File: src/rtl/ajw_div_pkg.sv
// ajw_div_pkg
//   Shared types and constants for the RV32M iterative divider.
//   div_op_e     : DIV=0, DIVU=1, REM=2, REMU=3
//   div_state_e  : IDLE, CALC, DONE
//   DIV_BY_ZERO_Q: quotient returned for a zero divisor
//   INT_MIN      : most negative 32-bit value (signed-overflow dividend/quotient)
package ajw_div_pkg;

    typedef enum logic [1:0] {
        DIV  = 2'd0,
        DIVU = 2'd1,
        REM  = 2'd2,
        REMU = 2'd3
    } div_op_e;

    typedef enum logic [1:0] {
        IDLE = 2'd0,
        CALC = 2'd1,
        DONE = 2'd2
    } div_state_e;

    localparam logic [31:0] DIV_BY_ZERO_Q = 32'hFFFF_FFFF;
    localparam logic [31:0] INT_MIN       = 32'h8000_0000;

    function automatic logic is_signed_op(input div_op_e op);
        return (op == DIV) || (op == REM);
    endfunction

    function automatic logic is_rem_op(input div_op_e op);
        return (op == REM) || (op == REMU);
    endfunction

endpackage

File: src/rtl/ajw_div_unit_addsub.sv
// ajw_addsub_unit
//   Shared execute-stage adder: sum = op_x + op_y + cin, with carry-out.
//   The divider drives op_y = ~divisor, cin = 1 to form a trial subtraction.
//   Ports:
//     op_x, op_y : W-bit operands
//     cin        : carry in
//     sum        : W-bit sum
//     cout       : carry out (1 = no borrow when used as subtractor)
module ajw_addsub_unit #(
    parameter int W = 32
) (
    input  logic [W-1:0] op_x,
    input  logic [W-1:0] op_y,
    input  logic         cin,
    output logic [W-1:0] sum,
    output logic         cout
);

    assign {cout, sum} = {1'b0, op_x} + {1'b0, op_y} + {{W{1'b0}}, cin};

endmodule

File: src/rtl/ajw_div_unit.sv
// ajw_div_unit
//   Iterative radix-2 restoring divider for RV32M DIV/DIVU/REM/REMU.
//   One quotient bit per cycle: accept edge + XLEN CALC edges, then the
//   result is held in DONE until the writeback side takes it.
//   Optional build macro: AJW_DIV_FAST_PATH_EN -- divide-by-zero and signed
//   overflow go straight from IDLE to DONE on the accepting edge.
//   Ports:
//     clk_i, rst_ni        : clock, asynchronous active-low reset
//     valid_i / ready_o    : issue handshake (ready_o only in IDLE)
//     op_i                 : operation (div_op_e)
//     dividend_i/divisor_i : rs1 / rs2
//     flush_i              : abort in-flight operation, drop any result
//     valid_o / ready_i    : writeback handshake
//     result_o             : quotient (DIV/DIVU) or remainder (REM/REMU)
//     busy_o               : stall request, high in CALC and DONE
module ajw_div_unit
    import ajw_div_pkg::*;
#(
    parameter int XLEN  = 32,
    parameter int CNT_W = 6
) (
    input  logic            clk_i,
    input  logic            rst_ni,
    input  logic            valid_i,
    output logic            ready_o,
    input  div_op_e         op_i,
    input  logic [XLEN-1:0] dividend_i,
    input  logic [XLEN-1:0] divisor_i,
    input  logic            flush_i,
    output logic            valid_o,
    input  logic            ready_i,
    output logic [XLEN-1:0] result_o,
    output logic            busy_o
);

    function automatic logic [XLEN-1:0] neg2c(input logic [XLEN-1:0] v);
        return ~v + 1'b1;
    endfunction

    div_state_e      state;
    logic [CNT_W-1:0] cnt;
    logic            rem_sel;
    logic            q_neg;
    logic            r_neg;
    logic            special;
    logic [XLEN-1:0] rem;
    logic [XLEN-1:0] quo;
    logic [XLEN-1:0] dvs;
    logic [XLEN-1:0] special_val;
    logic [XLEN-1:0] result;
    logic            valid;

    // Operand conditioning at acceptance
    logic            accept;
    logic            sgn_op;
    logic            a_neg;
    logic            b_neg;
    logic            div_zero;
    logic            ovf;
    logic [XLEN-1:0] spec_val_in;

    assign accept   = valid_i && (state == IDLE) && !flush_i;
    assign sgn_op   = is_signed_op(op_i);
    assign a_neg    = sgn_op && dividend_i[XLEN-1];
    assign b_neg    = sgn_op && divisor_i[XLEN-1];
    assign div_zero = (divisor_i == '0);
    assign ovf      = sgn_op && (dividend_i == INT_MIN) && (divisor_i == '1);

    always_comb begin
        spec_val_in = '0;
        if (div_zero)
            spec_val_in = is_rem_op(op_i) ? dividend_i : DIV_BY_ZERO_Q;
        else if (!is_rem_op(op_i))
            spec_val_in = INT_MIN;
    end

    // Trial subtraction step
    logic [XLEN-1:0] op_x;
    logic [XLEN-1:0] sum;
    logic            cout;
    logic            take;
    logic [XLEN-1:0] rem_nxt;
    logic [XLEN-1:0] quo_nxt;
    logic [XLEN-1:0] final_val;

    assign op_x = {rem[XLEN-2:0], quo[XLEN-1]};

    ajw_addsub_unit #(.W(XLEN)) u_addsub (
        .op_x (op_x),
        .op_y (~dvs),
        .cin  (1'b1),
        .sum  (sum),
        .cout (cout)
    );

    // The bit shifted out of rem is the 33rd bit of the partial remainder;
    // if it is set the partial remainder already exceeds any 32-bit divisor,
    // so subtract regardless of cout (sum is still exact modulo 2**XLEN).
    // This only matters for DIVU/REMU with divisors >= 2**(XLEN-1).
    assign take    = cout || rem[XLEN-1];
    assign rem_nxt = take ? sum : op_x;
    assign quo_nxt = {quo[XLEN-2:0], take};

    always_comb begin
        if (special)
            final_val = special_val;
        else if (rem_sel)
            final_val = r_neg ? neg2c(rem_nxt) : rem_nxt;
        else
            final_val = q_neg ? neg2c(quo_nxt) : quo_nxt;
    end

    // Control and datapath registers
    always_ff @(posedge clk_i or negedge rst_ni) begin
        if (!rst_ni) begin
            state       <= IDLE;
            cnt         <= '0;
            rem_sel     <= 1'b0;
            q_neg       <= 1'b0;
            r_neg       <= 1'b0;
            special     <= 1'b0;
            rem         <= '0;
            quo         <= '0;
            dvs         <= '0;
            special_val <= '0;
            result      <= '0;
            valid       <= 1'b0;
        end else if (flush_i) begin
            state <= IDLE;
            cnt   <= '0;
            valid <= 1'b0;
        end else begin
            case (state)
                IDLE: begin
                    cnt <= '0;
                    if (accept) begin
                        rem_sel     <= is_rem_op(op_i);
                        q_neg       <= a_neg ^ b_neg;
                        r_neg       <= a_neg;
                        special     <= div_zero || ovf;
                        special_val <= spec_val_in;
                        rem         <= '0;
                        quo         <= a_neg ? neg2c(dividend_i) : dividend_i;
                        dvs         <= b_neg ? neg2c(divisor_i) : divisor_i;
`ifdef AJW_DIV_FAST_PATH_EN
                        if (div_zero || ovf) begin
                            state  <= DONE;
                            result <= spec_val_in;
                            valid  <= 1'b1;
                        end else begin
                            state <= CALC;
                            cnt   <= CNT_W'(XLEN - 1);
                        end
`else
                        state <= CALC;
                        cnt   <= CNT_W'(XLEN - 1);
`endif
                    end
                end
                CALC: begin
                    rem <= rem_nxt;
                    quo <= quo_nxt;
                    if (cnt == '0) begin
                        state  <= DONE;
                        result <= final_val;
                        valid  <= 1'b1;
                    end else begin
                        cnt <= cnt - 1'b1;
                    end
                end
                DONE: begin
                    if (ready_i) begin
                        state <= IDLE;
                        valid <= 1'b0;
                    end
                end
                default: begin
                    state <= IDLE;
                    valid <= 1'b0;
                end
            endcase
        end
    end

    assign ready_o  = (state == IDLE);
    assign busy_o   = (state != IDLE);
    assign valid_o  = valid;
    assign result_o = result;

endmodule

File: config.mk
export PLATFORM = sky130hd
export DESIGN_NAME = ajw_div_unit
export DESIGN_NICKNAME = d
export VERILOG_FILES = /design/src/rtl/ajw_div_pkg.sv /design/src/rtl/ajw_div_unit_addsub.sv /design/src/rtl/ajw_div_unit.sv
export SDC_FILE = /design/constraint.sdc
export NUM_CORES = 1
export LEC_CHECK = 0
export CAP_MARGIN = 20
export CORE_ASPECT_RATIO = 0.8
export CORE_MARGIN = 2
export CORE_UTILIZATION = 60
export DETAILED_ROUTE_END_ITERATION = 8
export PLACE_DENSITY = 0.83
export SLEW_MARGIN = 15
export SYNTH_ARGS = -nofsm -noshare
export SYNTH_HDL_FRONTEND = slang
export SYNTH_HIERARCHICAL = 1
export SYNTH_SLANG_ARGS = --single-unit
File: constraint.sdc
create_clock -name clk_i -period 9.16 [get_ports clk_i]
set_input_delay 1.374 -clock clk_i [delete_from_list [all_inputs] [get_ports clk_i]]
set_output_delay 1.374 -clock clk_i [all_outputs]
set_load 0.005 [all_outputs]
### After elaboration in Yosys (flattened, before gate mapping)

Index checks and enable logic that the tools add are counted.

| cells by class | value |
|---|---|
| eq/ne operators | 12 |
| bitwise operators | 7 |
| add/subtract/negate cells | 7 |
| reduce and logical (&&, ||, !) cells | 24 |
| muxes and demuxes | 27 |

Operators by type and width:

| cell | count |
|---|---|
| two-way mux 32 bit | 12 |
| NOT 32 bit | 5 |
| adder 32 x 1 -> 32 bit, second input constant | 4 |
| one-hot mux 32 bit (2 select lines) | 2 |
| == test 32 bit, second input constant | 2 |
| adder 32 x 32 -> 33 bit | 1 |
| adder 33 x 1 -> 33 bit, second input constant | 1 |
| zero test 32 bit | 1 |
| AND reduction 3 bit | 5 |
| two-way mux 6 bit | 2 |
| one-hot mux 6 bit (2 select lines) | 1 |
| != test 3 bit, second input constant | 3 |
| two-way mux 2 bit | 4 |
| == test 2 bit, second input constant | 3 |
| logical AND 1 bit | 6 |
| zero test 6 bit | 1 |
| one-hot mux 2 bit (3 select lines) | 1 |
| subtractor 6 x 1 -> 6 bit, second input constant | 1 |
| two-way mux 5 bit | 1 |
| zero test 2 bit | 2 |
| logical OR 1 bit | 4 |
| != test 2 x 1 -> 1 bit, second input constant | 2 |
| nonzero test 2 bit | 2 |
| two-way mux 1 bit | 3 |
| other kinds (8) | 8 |

| storage, ports and cells | value |
|---|---|
| bits in registers | 173 |
| word-level logic and storage cells | 89 |
| output and inout bits | 35 |
| input port bits | 71 |

### Depth between registers and ports, before layout

| logic depth | value |
|---|---|
| depth in word-level cells | 10 |
| depth in mapped cells | 24 |

### By module

Netlist, hierarchy kept.

By module, submodules not included:

| module | area each (sq um) | seq. area each (sq um) | cells an instance | times used |
|---|---|---|---|---|
| ajw_div_unit | 11174.5 | 4329.2 | 1383 | 1 |
| ajw_addsub_unit | 1854.3 | 0.0 | 259 | 1 |

### Worst setup path after synthesis

OpenSTA, ideal clock, no wires.

| timing | value |
|---|---|
| kind | reg2reg |
| start point | reg quo[31] |
| end point | reg result[30] (netlist: result_o[30]) |
| slack | 3566 ps |
| setup time | 124 ps |
| cell stages (with the launch flop) | 23 |
| data required time | 9036 ps |
| data arrival time | 5470 ps |
| cells stage by stage | dfrtp_1 > fa_1 > fa_1 > a21oi_1 > o32ai_1 > o211ai_2 > a21o_1 > o21ai_2 > a21o_1 > a211o_1 > or2_1 > buf_6 > inv_1 > buf_6 > buf_2 > buf_2 > mux2i_1 > ha_1 > nor4b_2 > nand2_1 > nor4_1 > nor3_1 > a211o_1 |

| on the way | value |
|---|---|
| cells in the longest elaborated chain, start to end | 9 |
| elaborated cells on any way between the ends | 12 |
| those cells by class | add/sub (4); mux (5); bitwise (2); reduce/logical (1) |

Ends and longest elaborated chain:

| item | RTL line | RTL |
|---|---|---|
| start, declared | ajw_div_unit.sv:47 | `logic [XLEN-1:0] quo;` |
| start signal, assigned | ajw_div_unit.sv:143 | `quo <= a_neg ? neg2c(dividend_i) : dividend_i;` |
| start signal, assigned | ajw_div_unit.sv:162 | `quo <= quo_nxt;` |
| adder 32 x 32 -> 33 bit (*) | ajw_div_unit_addsub.sv:19 | `assign {cout, sum} = {1'b0, op_x} + {1'b0, op_y} + {{W{1'b0}}, cin};` |
| adder 33 x 1 -> 33 bit (*) | ajw_div_unit_addsub.sv:19 |  |
| net cout | ajw_div_unit.sv:80 | `logic cout;` |
| logical OR 1 bit (*) | ajw_div_unit.sv:100 | `assign take = cout \|\| rem[XLEN-1];` |
| two-way mux 32 bit | ajw_div_unit.sv:101 | `assign rem_nxt = take ? sum : op_x;` |
| NOT 32 bit | ajw_div_unit.sv:37 | `return ~v + 1'b1;` |
| adder 32 x 1 -> 32 bit | ajw_div_unit.sv:37 |  |
| two-way mux 32 bit | ajw_div_unit.sv:108 | `final_val = r_neg ? neg2c(rem_nxt) : rem_nxt;` |
| two-way mux 32 bit (*) | ajw_div_unit.sv:107 | `else if (rem_sel)` |
| two-way mux 32 bit (*) | ajw_div_unit.sv:105 | `if (special)` |
| end signal, assigned | ajw_div_unit.sv:165 | `result <= final_val;` |
| end, declared | ajw_div_unit.sv:50 | `logic [XLEN-1:0] result;` |

The timed path passes the listed nets; every way through them passes the cells marked *.
A chain may end at the register's enable or synchronous reset.

### Worst setup path after layout

| timing | value |
|---|---|
| start point | reg quo[31] |
| end point | reg result[29] (netlist: result_o[29]) |

The elaborated chain is that of the path after synthesis.

==> impl_results.md <==
- Largest net degree at the start of global routing: between 70 and 80
- CTS sink cnt: ~170
- GRT Util Overall: 0.3607
- Path category of the worst min-delay check: flip-flop to flip-flop
- Clk root buf: clkbuf_16
- Post-DRT Antenna Nets: 0
- Hold Path Stages: 2
- # Post-CTS Setup Buffers: 0
- Register area: around 4300 um2
- GR peak layer: met2
- Area contributors post-synth: dfrtp_1 33%, o21ai_0 8.1%, nand2_1 5.9%, a21oi_1 5.3%, xnor2_1 4.4%
- CTS resizes: 0
- CTS max path bufs: 2
- Most common cell in the synthesized netlist: o21ai_0
- Worst R2R Start: quo[31]$_DFFE_PN0P_
- Met2 Usage GRT: 0.5426
- Maxcap violations: 0
- Diode count: 0
- Met3 Track Usage GR: 0.08238
- Sw frac: 0.4929
- Worst Skew: 16.96 ps
- Clock Pin Slew Worst Setup and Hold Paths: 70 ps
- Part of the power in the clock network: 0.150
- Max Slew Vio Count: 0
- Maximum resistive drop on vdd: 0.2403 mV
- Critical path fanouts, max: 41
- DR DRC count: 0
- Row cnt: 48
- PD cells: 352.2 nW/um2
- Worst-case reg-to-reg path depth: 19
- Yosys Warn Count: 6
- Post-DP HPWL: 29.41 mm
- Fillers: about 1800
- Post-synth cell types: 91
- Hold_sp: dvs[29]$_DFFE_PN0P_
- Comb power frac: 0.610
- First-pass GRT wire length: about 65 mm
- Clk_lat worst skew: 460 ps
- # nets final: 1802
- Fin crit period: around 6200 ps
- DRT Wirelength: between 40 and 50 mm
- Starting DRT DRC Count: 1884
- Yosys reg bits: about 170
- Sequential power share: 0.239
- Setup crit start kind: flip-flop
- Core footprint: 21440 um2
- Setup violators final: 0
- Placer Congestion: about 0.96
- Max-Slew Margin vs Limit: 0.2041
- Share of cells above drive strength 1: 0.05516
- R2r setup slk: around 3000 ps
- Async S/R FF share, synth: 1.000
- Syn_nets: ~1800
- Die area: between 20000 and 25000 um2
- Wire per inst: roughly 20 um
- NetSw: about 2.6 mW
- Final worst-path cycle share: 0.6788
- P_int: around 2.6 mW
- Reg-to-Reg End: result_o[29]$_DFFE_PN0P_
- Tot Pwr: between 5 and 6 mW
- CTS tree: yes
- Synth Area per Inst: a little under 8 um2
- I/O pins: around 110
- TritonCTS buffer count: 17
- Worst-Margin Slew: roughly 1200 ps
- Critical path endpoint category: flip-flop
- Area of the multi-input gates: 8045 um2
- Post-synth EDFFs: 0
- Syn Inst Count: roughly 1600
- Yosys top cell by area: dfrtp_1
- Via density: ~6.6
- Yosys top cell area share: 0.3323
- Hold EP: dvs[29]$_DFFE_PN0P_
- Top_reg_cell synth: dfrtp_1
- Synth-to-layout area growth: 13.44%
- Setup CP Type: flip-flop to flip-flop
- Post-route insts no fill: between 1500 and 2000
- Worst path required time: between 9000 and 10000 ps
- Die Span Y: about 140 um
- Static Leak: roughly 6.3 nW
- Cells after DPL: slightly below 2000
- DRT Pass-1 Iters: 7
- Starting Density: 0.6077
- Max Clock Freq: 160.8 MHz
- Die X: around 170 um
- Initial antenna violation count: 0
- Vias in the first global route: between 10000 and 15000
- Critical Path AT: about 6500 ps
- Status: finished clean
- RSZ-0062 raised after global routing: no
- Final hold violations: 0
- Grt met1 use: 0.5147
- Vias: roughly 13000
- Synth Cell Area: around 13000 um2
- Most instantiated cells after synthesis: 210 x o21ai_0, 204 x nand2_1, 173 x dfrtp_1, 147 x nor2_1, 137 x a21oi_1
- Sum Neg Setup Slack: 0 ps
- Sequential share of the synthesized area: 0.3323
- H-Tree Level Count: 4
- IO Port Bufs: about 110
- Hold_buf cts: 0
- Overflow after GRT: 0
## flip-flops by register name (all words and copies together) (netlist names), 2 cells and up
signal	count
dvs	32
special_val	32
rem	32
state	2
cnt	6
result_o	32
quo	32
## layout by cell type, fill, tap and decap left out, types with 19 or more instances in the layout
cell	count
a21oi_1	137
clkdlybuf4s50_1	104
dfrtp_1	173
ha_1	38
inv_1	59
mux2i_1	39
nand2_1	203
nand3_1	19
nand4_1	19
nor2_1	146
nor3_1	44
nor4_1	36
o21ai_0	209
o31ai_1	19
or3_1	27
xnor2_1	65
xor2_1	59
## worst max-delay path: stages (launching register included)
cell      delay, ps
dfrtp_1         430
fa_1            500
fa_1            420
a21oi_1         210
o32ai_1         160
o211ai_2        340
a21o_1          250
o21ai_2         130
a21o_1          210
a211o_1         260
buf_4           210
or2_1           250
inv_2           170
buf_4           500
mux2_2          440
nor4_4          490
nand3b_4        210
or4_4           460
a221oi_1        270
nand3_1         110
## final cells by class
class / count / area share
repair buffers: 124 / 0.08161
inverters: 62 / 0.01575
multi-input cells: 1313 / 0.5443
flip-flops and latches: 173 / 0.2929
well taps: 275 / 0.02328
clock inverters: 14 / 0.01244
clock buffers: 18 / 0.02971
## worst max path at each step
| stage | startpoint | cells past startpoint | to | slack, ps |
|---|---|---|---|---|
| after floorplan | quo[31]$_DFFE_PN0P_ | 22 | result_o[30]$_DFFE_PN0P_ | 3570 |
| after detailed placement | quo[31]$_DFFE_PN0P_ | 19 | result_o[29]$_DFFE_PN0P_ | 3170 |
| after CTS | quo[31]$_DFFE_PN0P_ | 19 | result_o[29]$_DFFE_PN0P_ | 3090 |
| after global routing | quo[31]$_DFFE_PN0P_ | 19 | result_o[29]$_DFFE_PN0P_ | 2640 |
| final | quo[31]$_DFFE_PN0P_ | 19 | result_o[29]$_DFFE_PN0P_ | 2940 |
| after global placement | quo[31]$_DFFE_PN0P_ | 19 | result_o[29]$_DFFE_PN0P_ | 3270 |
## cells by family (layout without fill, tap and decap cells)
family          Yosys count  count (layout)  share of synthesized area
fa+ha+maj                40              40                    0.03957
buf+inv                 156             218                    0.05244
compound gates          524             524                     0.2409
simple gates            576             576                     0.2134
xor+xnor                124             124                    0.08336
flops                   173             173                     0.3323
other cells               1               1                  0.0002878
mux                      48              48                    0.03774
## stage by stage
step                      hold slack (ps)  area [um2]  worst slack (ps)    util
final                               484.2       14780              2942  0.6894
after global routing                506.9       14780              2641  0.6894
after CTS                           484.4       14750              3093  0.6881
after detailed placement            470.1       14130              3166  0.6591
after global placement              459.4       14130              3270  0.6591
after floorplan                     442.3       13030              3566       -
## metal layers
layer | vias up | share of wire
li1 | 6020 | -
met1 | 6254 | 0.43
met2 | 768 | 0.44
met3 | 97 | 0.10
met4 | 0 | 0.028
met5 | - | 0
## power by group through the flow
stage / combinational [mW] / clock, mW / sequential [mW]
2_1_floorplan: 2.33 / 0 / 1.13
3_3_place_gp: 3.00 / 0 / 1.23
3_5_place_dp: 3.06 / 0 / 1.24
4_1_cts: 3.09 / 0.788 / 1.23
5_1_grt: 3.47 / 0.821 / 1.26
6_report: 3.18 / 0.783 / 1.25
(Power assumes the default switching activity.)
